File: src/rtl/uart_transmitter_fsm.sv
// UART transmitter: start bit, 8 data bits LSB-first, even parity, stop bit.
// Each serial bit is held for CLKS_PER_BIT clocks. Frames repeat while Rxi is low,
// with at least one idle cycle between consecutive frames.
module uart_transmitter_fsm #(
  parameter int unsigned CLKS_PER_BIT = 2
) (
  input  logic       clk,
  input  logic       rst,
  input  logic       Rxi,
  input  logic [7:0] UI,
  output logic       Txout
);

  localparam int unsigned TickW = (CLKS_PER_BIT > 1) ? $clog2(CLKS_PER_BIT) : 1;
  localparam logic [TickW-1:0] TickMax = TickW'(CLKS_PER_BIT - 1);

  typedef enum logic [2:0] {
    StIdle,
    StStart,
    StData,
    StParity,
    StStop
  } state_e;

  state_e           state_q, state_d;
  logic [TickW-1:0] tick_q, tick_d;
  logic [2:0]       bit_q, bit_d;
  logic [7:0]       shift_q, shift_d;
  logic             parity_q, parity_d;
  logic             tx_q, tx_d;
  logic             tick_last;

  assign tick_last = (tick_q == TickMax);
  assign Txout     = tx_q;

  // State, counters, data and line register; reset forces the line idle-high.
  always_ff @(posedge clk or posedge rst) begin
    if (rst) begin
      state_q  <= StIdle;
      tick_q   <= '0;
      bit_q    <= '0;
      shift_q  <= '0;
      parity_q <= 1'b0;
      tx_q     <= 1'b1;
    end else begin
      state_q  <= state_d;
      tick_q   <= tick_d;
      bit_q    <= bit_d;
      shift_q  <= shift_d;
      parity_q <= parity_d;
      tx_q     <= tx_d;
    end
  end

  // Next-state and next line value; tx_d is what the line shows after this edge.
  always_comb begin
    state_d  = state_q;
    tick_d   = tick_q;
    bit_d    = bit_q;
    shift_d  = shift_q;
    parity_d = parity_q;
    tx_d     = tx_q;

    unique case (state_q)
      StIdle: begin
        tx_d = 1'b1;
        if (!Rxi) begin
          // UI is captured only here; later changes wait for the next frame.
          shift_d  = UI;
          parity_d = ^UI;
          tick_d   = '0;
          bit_d    = '0;
          state_d  = StStart;
          tx_d     = 1'b0;
        end
      end

      StStart: begin
        if (tick_last) begin
          tick_d  = '0;
          bit_d   = '0;
          state_d = StData;
          tx_d    = shift_q[0];
        end else begin
          tick_d = tick_q + 1'b1;
        end
      end

      StData: begin
        if (tick_last) begin
          tick_d = '0;
          if (bit_q == 3'd7) begin
            state_d = StParity;
            tx_d    = parity_q;
          end else begin
            // Shift so the next bit to send is always at position 0.
            shift_d = {1'b0, shift_q[7:1]};
            bit_d   = bit_q + 3'd1;
            tx_d    = shift_q[1];
          end
        end else begin
          tick_d = tick_q + 1'b1;
        end
      end

      StParity: begin
        if (tick_last) begin
          tick_d  = '0;
          state_d = StStop;
          tx_d    = 1'b1;
        end else begin
          tick_d = tick_q + 1'b1;
        end
      end

      StStop: begin
        if (tick_last) begin
          tick_d  = '0;
          state_d = StIdle;
          tx_d    = 1'b1;
        end else begin
          tick_d = tick_q + 1'b1;
        end
      end

      default: begin
        state_d = StIdle;
        tick_d  = '0;
        bit_d   = '0;
        tx_d    = 1'b1;
      end
    endcase
  end

endmodule

File: config.mk
export PLATFORM = sky130hd
export DESIGN_NAME = uart_transmitter_fsm
export DESIGN_NICKNAME = d
export VERILOG_FILES = /design/src/rtl/uart_transmitter_fsm.sv
export SDC_FILE = /design/constraint.sdc
export NUM_CORES = 1
export LEC_CHECK = 0
export BUFFER_PORTS_ARGS = -buffer_cell sky130_fd_sc_hd__buf_2
export CAP_MARGIN = 25
export CORE_MARGIN = 3
export CORE_UTILIZATION = 40
export CTS_CLUSTER_DIAMETER = 200
export DETAILED_ROUTE_END_ITERATION = 8
export HOLD_SLACK_MARGIN = 0.05
export PLACE_DENSITY = 0.59
export SLEW_MARGIN = 15
export SYNTH_ARGS = -nofsm -noshare
export SYNTH_HDL_FRONTEND = slang
export SYNTH_SLANG_ARGS = --single-unit
export TNS_END_PERCENT = 20
File: constraint.sdc
create_clock -name clk -period 2.54 [get_ports clk]
set_clock_uncertainty 0.2 [all_clocks]
set_input_delay 0.254 -clock clk [delete_from_list [all_inputs] [get_ports clk]]
set_output_delay 0.254 -clock clk [all_outputs]
set_load 0.01 [all_outputs]
# Yosys cells after proc, flatten, opt, wreduce, memory -nomap -nowiden
# Cells that the tools add are included.
# Widths: inputs -> output; s select.
[totals] regBits=17 latchBits=0 ram_bits=0 rom_bits=0 in_bits=11 wordCells=57 mem_count=0
[classes] add_sub_neg=2 multipliers=0 n_div=0 magnitude_cmp=0 eq_ne=13 shifts=0 mux=24 bitwise_logic=2 reduce_logical=10
[op_table] cell="$mux 3" n=9
[op_table] cell="$mux 8" n=3
[op_table] cell="$pmux 8 s2" n=1
[op_table] cell="$pmux 3 s5" n=1
[op_table] cell="$ne 2x2->1 const B" n=7
[op_table] cell="$pmux 3 s4" n=1
[op_table] cell="$reduce_xor 8->1" n=1
[op_table] cell="$mux 1" n=7
[op_table] cell="$eq 3x2->1 const B" n=2
[op_table] cell="$eq 3x3->1 const B" n=2
[op_table] cell="$reduce_and 6->1" n=1
[op_table] cell="$reduce_and 5->1" n=1
[op_table] cell="$pmux 1 s4" n=1
[op_table] cell="$reduce_and 4->1" n=1
[op_table] cell="$reduce_or 4->1" n=1
[op_table] cell="$add 3x1->3 const B" n=1
[op_table] cell="$eq 3x1->1 const B" n=1
[op_table] cell="$logic_not 3->1" n=1
[op_table] cell="$reduce_and 3->1" n=1
[op_table] cell="$ne 2x1->1 const B" n=1
[op_table] cell="$not 1->1" n=2
[op_table] cell="$pmux 1 s2" n=1
[op_table] cell="$reduce_and 2->1" n=1
[op_table] cell="$reduce_bool 2->1" n=1
[op_table] cell="other kinds (2)" n=2

# Logic depth before layout (Yosys ltp)
# Gate-level depths: netlist of the first run.
[depth] ltp_word=4 mapped_depth=7 mapped_depth_nobuf=6

# Worst setup path after synthesis of the first run
# No wires, ideal clock.
[synth_path] kind="register -> register" startpoint="register bit_q[0]" endpoint="register bit_q[0]" arrival_time_ns=1.674 slack_ns=0.541 path_stages_with_launch=6 n_path_buf=0 period_less_slack_ns=1.999 cell_sequence="dfrtp_1 > ha_1 > ha_1 > and4bb_1 > or4_4 > mux2_4"
[synth_via] elab_chain_len=4 word_cells_on_any_way=7 cone_classes="1 x add/sub; 2 x eq/ne; 3 x mux; 1 x reduce/logical"
[synth_lines] element="start, declared" line_no="27" rtl="logic [2:0] bit_q, bit_d;"
[synth_lines] element="start signal, assigned" line_no="48" rtl="bit_q <= bit_d;"
[synth_lines] element="$add 3x1->3" line_no="98" rtl="bit_d = bit_q + 3'd1;"
[synth_lines] element="$mux 3" line_no="92" rtl="if (bit_q == 3'd7) begin"
[synth_lines] element="$mux 3" line_no="90" rtl="if (tick_last) begin"
[synth_lines] element="$pmux 3 s4" line_no="64" rtl="unique case (state_q)"
# Parallel ways exist; a longest one is shown, timed or not. The select of a mux whose other input is x is not followed.
# A chain may end at the register's enable or synchronous reset.

# Final worst setup path of the first run
[layout_path] startpoint="register bit_q[0]" endpoint="register shift_q[5]"
[layout_via] elab_chain_len=3
[layout_lines] element="$eq 3x3->1" line_no="92"
[layout_lines] element="$ne 2x2->1 (no line)"
[layout_lines] element="$reduce_and 4->1 (no line)"
[layout_lines] element="end signal, assigned" line_no="49" rtl="shift_q <= shift_d;"
[layout_lines] element="end, declared" line_no="28" rtl="logic [7:0] shift_q, shift_d;"
# Every way passes these cells.

==> results by stage, run 1 <==
Outcome:
- The flow ran to the end, and the final reports show no timing, DRC or antenna violations.

Setup path:
- The highest net fanout along the worst path is 15.
- For the worst setup path, the data required time is 2480 ps.
- The type of origin of the critical path is a flip-flop.
- For the worst setup path, the data arrival time is 2090 ps.
- The worst setup path is captured at a flip-flop.
- The type of the setup path with the least slack is flip-flop to flip-flop.

Place:
- At the end of routability-driven placement, the weighted congestion stood at roughly 0.73.
- During placement, the flow inserted port buffers numbering 11.
- At the placement stage, the worst setup path has a slack of ~370 ps.
- The HPWL after detailed placement is approximately 1.2 mm.

Clocking:
- The clock net in this run drives a total of 17 sinks.
- Buffers added to address setup during post-CTS repair amount to 0.
- The number of clock buffers inserted by TritonCTS is 3.
- The clock insertion delay at the later pin of the skew report is 290 ps.
- The clock tree from TritonCTS is yes.
- After clock tree synthesis, the flow added hold-fix buffers numbering 2.
- The number of gates given a new drive strength after cts is 0.
- CTS built an H-tree with a depth of 1.
- The number of buffers on the longest clock path is 2.
- The buffer type at the clock tree root is clkbuf_4.
- The clock-pin slew on the worst setup and hold paths is 100 ps.

Logic synthesis:
- A synthesized cell averages around 10 sq um.
- When the netlist entered floorplanning its net count stood at 106.
- The post-synthesis cell type with the largest combined area is dfrtp_1.
- The commonest cells after synthesis are dfrtp_1 (16), nand2_1 (11), mux2i_1 (9).
- In the synthesized netlist the dominant register cell turns out to be dfrtp_1.
- Counting flops and latches in the post-synthesis netlist gives 17.
- The number of enable-type register cells in the synthesized netlist is 0.
- Yosys instantiated no cell more often than dfrtp_1.
- During synthesis, Yosys emitted a total of 0 warnings.
- The combined area of all synthesized cells is 961 sq um.
- The number of library cell types mapped by synthesis is 31.
- In the synthesized netlist, the number of instances is between 90 and 100.
- Yosys attributes the largest share of cell area to dfrtp_1 (42%), mux2i_1 (9.4%), xnor2_1 (6.4%).
- For this run, the register share of the synthesized area comes to 0.444.
- In the synthesized netlist the async set-or-reset flop fraction comes to 1.00.
- Of the post-synthesis cell area, the dominant cell type holds 0.417.

Layout:
- The total number of nets in the final design is 120.
- Relative to the synthesized area, the layout overhead comes to 10.7%.
- In the final layout, the share of cells above drive strength 1 is 0.208.
- Summing all flip-flop and latch instances after layout gives 427 sq um.
- The number of fill cells is between 200 and 250.
- The antenna diode count is 0.
- The multi-input combinational cells in the finished layout cover a total of 474 sq um.

Pwr:
- The analysis attributes to cell leakage a power of 0.000480 uW.
- In this run the power density over the cells is 1130 mW/mm^2.
- The peak supply drop is ~640 uV.

Timing:
- The post-route worst setup slack is 384 ps.
- The post-layout minimum cycle time is 2160 ps.
- The setup violation total in the final timing report is 0.
- Setup repair after global routing left no endpoint under its margin.
- In the final timing run, aggregate negative setup slack is 0 ps.
- Of the available clock period, the critical path in the final layout requires 0.849.
- The fmax is 464 MHz.
- The actual slew at the worst max-slew pin is 855 ps.
- The hold violation count in the final report came to 0.
- The number of pins exceeding their max-slew limit in the final report is 0.
- In this run the tightest slew margin relative to its limit is 0.426.

Route:
- After detailed routing, the total wire length is 1.68 mm.
- In this run the remaining antenna-violating nets after routing total 0.
- The first-pass detailed-route iteration total is 3.
- For this block, the via count after detailed routing is 686.
- The residual DRC count is 0.
- The per-cell via count in the routed design is 5.12.
- The average routed wire per standard cell is roughly 13 um.
- In this run, the number of DRC markers left after iteration 0 of detailed routing was 5.

Floorplanning:
- The total number of placement rows is 17.
- The die covers between 0.003 and 0.004 sq mm.
- The core region is between 0.002 and 0.0025 sq mm.
- The die boundary width is 55.0 um.
- In this run the vertical extent of the chip is 55.0 um.
- The initial utilization of the core area, before any placement, comes to 0.426.
- Pin placement for this block handled 12 I/O pins.

Global route:
- The global-route wire length before repair is 2.90 mm.
- The initial antenna violation count was 0.
- The via count of the first global-routing pass is approximately 630.
- In the global route stage, overall resource usage came out at 0.134.
- The pin count of the biggest net entering global routing is 18.
- The residual overflow from global routing is 0.

Worst hold path:
- The min-delay analysis places its worst path in the category input pin to flip-flop.

Job:
- Max-cap violations in this run came to 0.
path summary, 6_finish.rpt:
check	startpoint	end	slack (ps)	depth (start not counted)
min in group asynchronous	rst	shift_q[6]$_DFFE_PP0P_	380	3
hold / removal	UI[0]	shift_q[0]$_DFFE_PP0P_	80	3
hold reg to reg	shift_q[0]$_DFFE_PP0P_	shift_q[0]$_DFFE_PP0P_	290	2
setup / recovery	bit_q[0]$_DFFE_PP0P_	shift_q[5]$_DFFE_PP0P_	380	5
max in group asynchronous	rst	shift_q[3]$_DFFE_PP0P_	1340	3
setup reg to reg	bit_q[0]$_DFFE_PP0P_	shift_q[5]$_DFFE_PP0P_	380	5
critical path, stage by stage (launching register included):
cell,delay (ps)
dfrtp_1,380
ha_1,150
ha_1,200
and3b_1,190
o21ai_1,660
o21ai_0,210
per-stage QoR:
stage / total power, uW / std cells / util / hold slack (ps) / area (sq um)
finish: 1200 / 134 / 0.472 / 81.5 / 1060
global route: 1320 / 134 / 0.472 / 89.8 / 1060
CTS: 1220 / 134 / 0.472 / 73.7 / 1060
detailed placement: 1060 / 128 / 0.451 / 190 / 1020
global placement: 1050 / 128 / 0.451 / 181 / 1020
floorplan: 994 / 93 / - / -20.7 / 961
layout make-up:
type                    instances  share of cell area
clock buffers                   4              0.0247
inverters                       3              0.0106
multi-input cells              67               0.446
flip-flops and latches         17               0.401
well taps                      28              0.0329
repair buffers                 15              0.0847
logic make-up (layout without fill, tap and decap cells):
| kind of cell | count (synthesis) | count (layout) | synth area share |
|---|---|---|---|
| AND/OR/NAND/NOR | 28 | 28 | 0.158 |
| AO/OA/AOI/OAI | 17 | 17 | 0.104 |
| flip-flops | 17 | 17 | 0.444 |
| multiplexers | 12 | 12 | 0.133 |
| buffers and inverters | 9 | 22 | 0.0625 |
| XOR/XNOR | 8 | 8 | 0.0729 |
| adder cells (fa/ha/maj) | 2 | 2 | 0.0260 |
registers in the layout, summed over array words and instances, names as in the netlist:
signal     cells
Txout          1
tick_last      1
parity_q       1
bit_q          3
state_q        3
shift_q        8
power breakdown:
part           switching (uW)  internal, uW  leakage [uW]
Combinational             245           277      0.000253
Sequential                135           398      0.000213
Clock                    84.6          61.1     0.0000150
cell usage in the layout, fill, tap and decap left out, types with 2 or more instances in the layout:
cell           instances
xnor2_1                7
nor3_1                 3
dfrtp_1               16
nand2_1               11
inv_1                  3
a21oi_1                2
buf_4                  2
mux2i_1                9
o21ai_0                8
o21ai_1                2
clkbuf_4               3
ha_1                   2
dlygate4sd3_1          2
mux2_2                 2
nor2_1                 5
buf_2                 11
layer usage:
layer	vias to the layer above	GRT usage	part of all wire
met3	2	0.0590	0.045
li1	350	-	-
met1	325	0.185	0.48
met2	9	0.197	0.47
met4	0	0.0243	0.0096
met5	-	0	0
No activity file was read; power rests on OpenSTA's default activity.
==> inputs of run 2 (changes only) <==
Settings changed: ABC_AREA set to 1, PLACE_DENSITY 0.59 to 0.6.
Clock period 2.54 ns to 1.9 ns, I/O delays scaled along.
==> run 2 against run 1 <==
  * Sequential power grew 28%
  * First-iteration DRC count grew to 6.4 times the previous value
  * Design area grew 22%
  * Die area grew 20%
  * Largest power group is now combinational cells
  * Maximum frequency grew 24%
  * Clock-buffer cell count shrank 1
  * Power grew 63%
  * Critical path depth grew 3
  * Utilization shrank 0.52 points
  * Highest routed layer unchanged
==> results by stage, run 2 <==
Setup path:
- The worst setup path is captured at a flip-flop.
- The capture instance of the worst register-to-register path is bit_q[1]$_DFFE_PP0P_.
- The highest net fanout along the worst path is 5 (-10).
- The data required time of the critical path came to 1890 ps (-590 ps).
- STA classifies the critical path startpoint as a flip-flop.
- The critical path ends at bit_q[1]$_DFFE_PP0P_.
- The depth of the most critical reg-to-reg path was 8 (+3).
- The worst setup slack for register-to-register paths is 160 ps (-220 ps).
- The worst path arrival time is 1730 ps (-360 ps).
- The most numerous cell type found on the critical path is nand2_1.
- The launching instance or port of the critical path is bit_q[0]$_DFFE_PP0P_.
- The critical path's largest stage delay is 410 ps (-250 ps).
- The type of the setup path with the least slack is flip-flop to flip-flop.
- In this run the critical register-to-register path is launched from bit_q[0]$_DFFE_PP0P_.
- For this design, the slowest cell found on the critical path is dfrtp_1.
- The signal on the critical path passes through ha_1, ha_1, nor2_1, nor2_1, nor2_2, nand2_1, nand2_1, nand2_1.

Clocking:
- The tree is rooted in a clkbuf_4.
- The depth of the CTS H-tree was 1 (unchanged).
- TritonCTS built the clock tree.
- The number of buffers on the longest clock path is 2 (unchanged).
- The number of clock sinks is 17 (unchanged).
- The clock insertion delay at the later pin of the skew report came to 290 ps (about the same).
- The number of clock buffers inserted by TritonCTS was 3 (unchanged).
- The clock-pin slew on the worst setup and hold paths is 100 ps (about the same).

Layout:
- The total number of nets in the final design was 199 (+66%).
- The number of flip-flops under the largest register name came to 8 (unchanged).
- Leaving out fill and tap cells, the most frequent cell in the layout is nand2_1.
- The antenna diode count is 0 (unchanged).
- Counting flops per register, the top entry is shift_q.
- In the final layout, the registers with the most flip-flops are shift_q (8), bit_q (3), state_q (3).
- The share of final-layout standard cells stronger than drive strength 1 came to 0.200 (-0.00755).
- The top cell types in the final layout, fill and taps aside, are nand2_1 (75), dfrtp_1 (16), inv_1 (15), nor2_1 (11), buf_2 (11).
- The growth of design area from synthesis to finish is 10.2%.

Route:
- The highest signal layer in the routed design is met4.
- The met1 routed wirelength after detailed routing came to 1.06 mm (+33%).
- The average routed wire per standard cell is 10.7 um (-14%).
- The residual DRC count was 0 (unchanged).
- The first-pass detailed-route iteration total is 4 (+1).
- The per-cell via count in the routed design is 4.83 (-5.7%).
- The post-detailed-routing wire length is 2.31 mm (+38%).
- The sum of met3 wire segment lengths after detailed routing was 63 um (-16%).
- The number of vias in the routed layout came to 1,043 (+52%).
- The length of routed met2 wiring is 1.17 mm (+49%).
- The remaining number of nets flagged by the antenna check after routing is 0 (unchanged).
- The starting DRC count in detailed routing is 32 (+27).

Global route:
- The overall track demand over capacity in global routing came to 0.154 (+0.0194).
- The via count of the first global-routing pass is 1,037 (+66%).
- The global-route wire length before repair is 4.26 mm (+47%).
- The pin count of the biggest net entering global routing is 18 (unchanged).
- The residual overflow from global routing was 0 (unchanged).
- The initial antenna violation count is 0 (unchanged).

Worst hold path:
- The worst hold path stage count came to 5 (+2).
- The min-delay analysis places its worst path in the category input pin to flip-flop.

Pwr:
- The total power per unit cell area is 1510 mW/mm^2 (+34%).
- The peak supply drop is 923 uV (+43%).
- The standby leakage power is 0.000736 uW (+53%).

Timing:
- The post-route worst setup slack is 163 ps (-221 ps).
- The worst max-slew margin expressed relative to the limit came to 0.570 (+0.143).
- The hold violation count in the final report is 0 (unchanged).
- The share of the cycle needed by the critical path after routing is 0.914 (+0.0654).
- The fmax is 576 MHz (+24%).
- Setup repair after global routing left no endpoint under its margin.
- The actual slew at the worst max-slew pin came to 645 ps (-210 ps).
- The setup violation total in the final timing report is 0 (unchanged).
- The number of pins exceeding their max-slew limit in the final report is 0 (unchanged).
- The post-layout minimum cycle time is 1740 ps (-419 ps).
- The final total negative setup slack is 0 ps (unchanged).

Floorplanning:
- The total number of placement rows is 19 (+2).
- The area of the die is 0.00363 sq mm (+20%).
- The core region area is 0.00278 sq mm (+23%).
- The number of top-level design ports is 12 (unchanged).
- The die boundary width came to 60.3 um (+9.5%).
- The die outline height is 60.3 um (+9.5%).
- The starting utilization of the core area came to 0.423 (-0.00289).

Logic synthesis:
- The number of storage elements in the synthesis netlist is 17 (unchanged).
- The synthesized design spends more area on one cell type than any other, namely dfrtp_1.
- The fraction of registers with async set or reset after synthesis was 1.00 (unchanged).
- The average footprint of a synthesized cell is 6.93 sq um (-33%).
- The area share of the leading cell type in the synthesized netlist was 0.340 (-0.0766).
- In the synthesized netlist the dominant register cell turns out to be dfrtp_1.
- The number of enable-type register cells in the synthesized netlist is 0 (unchanged).
- The total number of yosys warnings is 0 (unchanged).
- The most common cell in the netlist is nand2_1.
- Sorting the synthesized cells by how often they occur yields nand2_1 (75), dfrtp_1 (16), inv_1 (15).
- In the post-synthesis netlist, the biggest area contributors are dfrtp_1 (34%), nand2_1 (24%), o21ai_2 (5.2%).
- The post-synthesis net count was 183 (+73%).
- The number of library cell types mapped by synthesis came to 22 (-29%).
- The number of cells produced by synthesis was 170 (+83%).
- The post-synthesis sequential area ratio came to 0.362 (-0.0816).
- The combined area of all synthesized cells was 0.00118 sq mm (+23%).

Place:
- The half-perimeter wire length after detailed placement was 1.83 mm (+53%).
- The post-placement setup slack is 115 ps (-253 ps).
- The total of buffers placed on input and output ports is 11 (unchanged).
- The weighted congestion at the end of routability-driven global placement is 0.783 (+6.6%).

Job:
- The max-cap violation count was 0 (unchanged).

Outcome:
- The run finished with clean final reports.
run 2: final cells by class:
| class | count | area, sq um |
|---|---|---|
| Sequential cell | 17 | 427 |
| Timing Repair Buffer | 14 | 85.1 |
| Inverter | 19 | 73.8 |
| Clock inverter | 1 | 5.00 |
| Clock buffer | 3 | 22.5 |
| Fill cell | 285 | 1480 |
| Multi-Input combinational cell | 131 | 646 |
| Tap cell | 31 | 38.8 |
run 2: power by group:
part | internal [uW] | switching, uW
Combinational | 386 | 698
Sequential | 534 | 146
Clock | 78.3 | 120
Total | 998 | 964
run 2: worst min path at each step:
| stage | start | endpoint | slack (ps) |
|---|---|---|---|
| after floorplan | rst | bit_q[0]$_DFFE_PP0P_ | -80 |
| after global routing | UI[3] | shift_q[3]$_DFFE_PP0P_ | 110 |
| after detailed placement | rst | shift_q[6]$_DFFE_PP0P_ | 120 |
| after CTS | UI[2] | shift_q[2]$_DFFE_PP0P_ | 80 |
| final | UI[0] | shift_q[0]$_DFFE_PP0P_ | 80 |
| after global placement | rst | shift_q[6]$_DFFE_PP0P_ | 100 |
run 2: what timing repair did:
| action | CTS | global route |
|---|---|---|
| gates resized for setup | 0 | 1 |
| endpoints found under the hold margin | 19 | 0 |
| hold buffers | 3 | 0 |
| endpoints found under the setup margin | 0 | 3 |
| buffers inserted | 0 | 0 |
run 2: stage by stage:
stage | util | hold WS, ps | power (uW) | instance area [sq um] | std cells
detailed placement | 0.445 | 116 | 1770 | 1240 | 209
floorplan | - | -84.7 | 1620 | 1180 | 170
global placement | 0.445 | 101 | 1740 | 1240 | 209
finish | 0.466 | 84.8 | 1960 | 1300 | 216
global route | 0.466 | 106 | 2190 | 1300 | 216
CTS | 0.466 | 80.1 | 1980 | 1290 | 216
run 2: critical path: cells and delay by family, from the launching register on:
kind                       cells  cell delay [ps]
adders and majority gates      2              460
DFF                            1              410
and+or+nand+nor                6              570
run 2: cell families (layout without fill, tap and decap cells):
family                     count (synthesis)  in the layout  synth area share
AOI/OAI and AO/OA                         19             19             0.114
xor gates and xnor gates                   1              1           0.00744
adders and majority gates                  2              2            0.0213
buffers and inverters                     22             37            0.0914
DFF                                       17             17             0.362
and+or+nand+nor                          109            109             0.404
run 2: layer usage:
metal | global-route usage | up-vias
met4 | 0.0665 | 0
met2 | 0.278 | 19
li1 | - | 555
met1 | 0.183 | 467
met3 | 0.0130 | 2
met5 | 0 | -
==> inputs of run 3 (changes only) <==
Settings changed: CORE_UTILIZATION 40 to 52, MAX_ROUTING_LAYER set to met4, PLACE_DENSITY 0.6 to 0.74, SETUP_SLACK_MARGIN set to 0.3.
==> run 3 against run 2 <==
  * Highest routed layer unchanged
  * Critical endpoint is now shift_q[3]$_DFFE_PP0P_
  * Power increased by 7.2%
  * Via count up 4.5%
  * Critical path depth fell by 2
  * Sequential cell count is the same
  * Utilization is 20 points higher
  * Clock-buffer cell count is the same
==> results by stage, run 3 (synthesis results as in run 2) <==
Clocking:
- The depth of the CTS H-tree is 1 (unchanged).
- The clock tree from TritonCTS is yes.
- The number of clock sinks is 17 (unchanged).
- The buffer type at the clock tree root is clkbuf_4.
- The number of clock buffers inserted by TritonCTS is 3 (unchanged).
- The clock-pin slew on the worst setup and hold paths is 100 ps (about the same).
- The number of buffers on the longest clock path is 2 (unchanged).
- The clock insertion delay at the later pin of the skew report is 290 ps (about the same).

Timing:
- The fmax was 628 MHz (+9.1%).
- The actual slew at the worst max-slew pin is 661 ps (+16.4 ps).
- The worst max-slew margin expressed relative to the limit is 0.559 (-0.0110).
- Setup repair after global routing could not meet its margin everywhere.
- The share of the cycle needed by the critical path after routing was 0.838 (-0.0761).
- The post-route worst setup slack is 308 ps (+145 ps).
- The number of pins exceeding their max-slew limit in the final report is 0 (unchanged).
- The setup violation total in the final timing report is 0 (unchanged).
- The final total negative setup slack came to 0 ps (unchanged).
- The hold violation count in the final report came to 0 (unchanged).
- The post-layout minimum cycle time came to 1590 ps (-145 ps).

Global route:
- The residual overflow from global routing is 0 (unchanged).
- The initial antenna violation count is 0 (unchanged).
- The global routing usage on met1 is 0.234 (+0.0507).
- The met3 routing resource usage after global routing is 0.0249 (+0.0120).
- The global routing met2 resource utilization is 0.367 (+0.0896).
- The overall track demand over capacity in global routing came to 0.209 (+0.0554).
- The most used routing layer in global routing is met2.
- The global-route wire length before repair is 4.20 mm (-1.5%).
- The via count of the first global-routing pass was 979 (-5.6%).
- The pin count of the biggest net entering global routing is 18 (unchanged).

Pwr:
- The combinational share of power is 0.575 (+0.022).
- The switching component of the power is 1040 uW (+8.2%).
- The proportion of total power due to net switching is 0.496 (+0.00488).
- The standby leakage power is 0.000746 uW (+1.3%).
- The relative contribution of sequential cells to total power is 0.331 (-0.015).
- The internal power consumption is 1060 uW (+6.1%).
- The proportion of power drawn by the clock network came to 0.094 (-0.007).
- The total power per unit cell area is 1540 mW/mm^2 (+2.0%).
- The peak supply drop was 924 uV (about the same).

Floorplanning:
- The starting utilization of the core area is 0.577 (+0.153).
- The die outline height is 53.6 um (-11%).
- The number of top-level design ports is 12 (unchanged).
- The area of the die came to 0.00287 sq mm (-21%).
- The core region area is 0.00204 sq mm (-27%).
- The total number of placement rows is 16 (-3).
- The die boundary width is 53.6 um (-11%).

Setup path:
- For this design, the slowest cell found on the critical path is dfrtp_1.
- The highest net fanout along the worst path is 7 (+2).
- The critical path's largest stage delay was 400 ps (about the same).
- The number of buffer and inverter stages on the critical path is 0 (unchanged).
- Broken down by cell family, the worst path's largest delay share belongs to flip-flops.
- The worst setup path is launched from a flip-flop.
- The worst path arrival time is 1590 ps (-140 ps).
- By startpoint and endpoint, the worst setup path is classified as flip-flop to flip-flop.
- The data required time of the critical path was 1890 ps (about the same).
- The critical path goes through ha_2, ha_4, o21ai_4, nand2_4, nand2_1, o21ai_2.
- The kind of end point of the critical path is a flip-flop.

Route:
- The residual DRC count was 0 (unchanged).
- The number of vias in the routed layout is 1,090 (+4.5%).
- The remaining number of nets flagged by the antenna check after routing was 0 (unchanged).
- The post-detailed-routing wire length is 2.50 mm (+8.3%).
- The per-cell via count in the routed design is 5.07 (+5.0%).
- The first-pass detailed-route iteration total was 4 (unchanged).
- The starting DRC count in detailed routing is 23 (-28%).
- The average routed wire per standard cell came to 11.6 um (+8.8%).

Place:
- The cell total after placement came to 205 (-1.9%).
- The total of buffers placed on input and output ports is 11 (unchanged).
- The placed cell area is 0.00123 sq mm (-0.20%).
- The half-perimeter wire length after detailed placement is 1.74 mm (-4.7%).
- The weighted congestion at the end of routability-driven global placement is 0.809 (+3.4%).
- The post-placement setup slack is 215 ps (+99.9 ps).

Layout:
- The share of final-layout standard cells stronger than drive strength 1 is 0.271 (+0.0713).
- The number of standard cells in the final layout excluding fillers is 215 (-0.46%).
- The growth of design area from synthesis to finish is 15.7%.
- The number of flip-flops under the largest register name is 8 (unchanged).
- The post-route core utilization is 0.667 (+0.201).
- Leaving out fill and tap cells, the most frequent cell in the layout is nand2_1.
- The total number of nets in the final design was 202 (+1.5%).
- The top cell types in the final layout, fill and taps aside, are nand2_1 (72), inv_1 (15), dfrtp_1 (13), buf_2 (11).
- The antenna diode count is 0 (unchanged).
- The register containing the most flip-flops in the final layout is shift_q.
- The largest registers in the layout are shift_q (8), bit_q (3), state_q (3).
- The final cell area excluding filler cells is 0.00136 sq mm (+5.0%).

Job:
- The max-cap violation count came to 0 (unchanged).

Worst hold path:
- The min-delay analysis places its worst path in the category input pin to flip-flop.

Outcome:
- The run finished with clean final reports.
==> run 3: cell count changes in the layout (fill, tap and decap cells not counted), sizes merged <==
| cell | previous run | this run |
|---|---|---|
| buf | 11 | 13 |
| nand2 | 81 | 82 |
==> run 3: final cells by class <==
type	instances	area, sq um
fillers	195	679
inverters	19	73.8
clock inverters	1	5.00
multi-input cells	132	697
clock buffers	3	22.5
repair buffers	16	100
well taps	27	33.8
flip-flops and latches	17	430
==> run 3: power groups by stage <==
stage	Sequential [uW]	Clock [uW]	Combinational [uW]
after floorplan	647	0	980
after global placement	680	0	1050
after detailed placement	691	0	1080
after CTS	685	204	1180
after global routing	717	220	1380
final	695	198	1210
==> run 3: path summary, 6_finish.rpt <==
check | depth (start not counted) | slack (ps) | end | from
setup / recovery | 6 | 310 | shift_q[3]$_DFFE_PP0P_ | bit_q[0]$_DFFE_PP0P_
hold / removal | 5 | 80 | shift_q[0]$_DFFE_PP0P_ | UI[0]
setup reg to reg | 6 | 310 | shift_q[3]$_DFFE_PP0P_ | bit_q[0]$_DFFE_PP0P_
hold reg to reg | 2 | 300 | shift_q[6]$_DFFE_PP0P_ | shift_q[6]$_DFFE_PP0P_
max in group asynchronous | 3 | 720 | state_q[1]$_DFFE_PP0P_ | rst
min in group asynchronous | 3 | 320 | shift_q[4]$_DFFE_PP0P_ | rst
==> run 3: per-stage QoR <==
stage / hold slack [ps] / total power (uW)
after CTS: 77.5 / 2070
after floorplan: -84.7 / 1630
after global placement: 105 / 1730
after detailed placement: 122 / 1770
after global routing: 106 / 2310
final: 76.3 / 2100
==> run 3: worst min-delay path, delay by kind of cell <==
family	cells	cell delay, ps
buf+inv	2	170
compound gates	2	140
simple gates	1	40
==> run 3: what timing repair did <==
action / CTS / global route
hold buffers: 3 / 0
pin swaps: 5 / 7
setup buffers: 2 / 0
endpoints found under the setup margin: 11 / 15
endpoints found under the hold margin: 18 / 0
resized for setup: 6 / 8
gates cloned: 1 / 0
==> run 3: per-layer routing <==
metal	vias up	share of wire
li1	567	-
met1	507	0.43
met2	10	0.53
met3	6	0.015
met4	0	0.025
met5	-	0
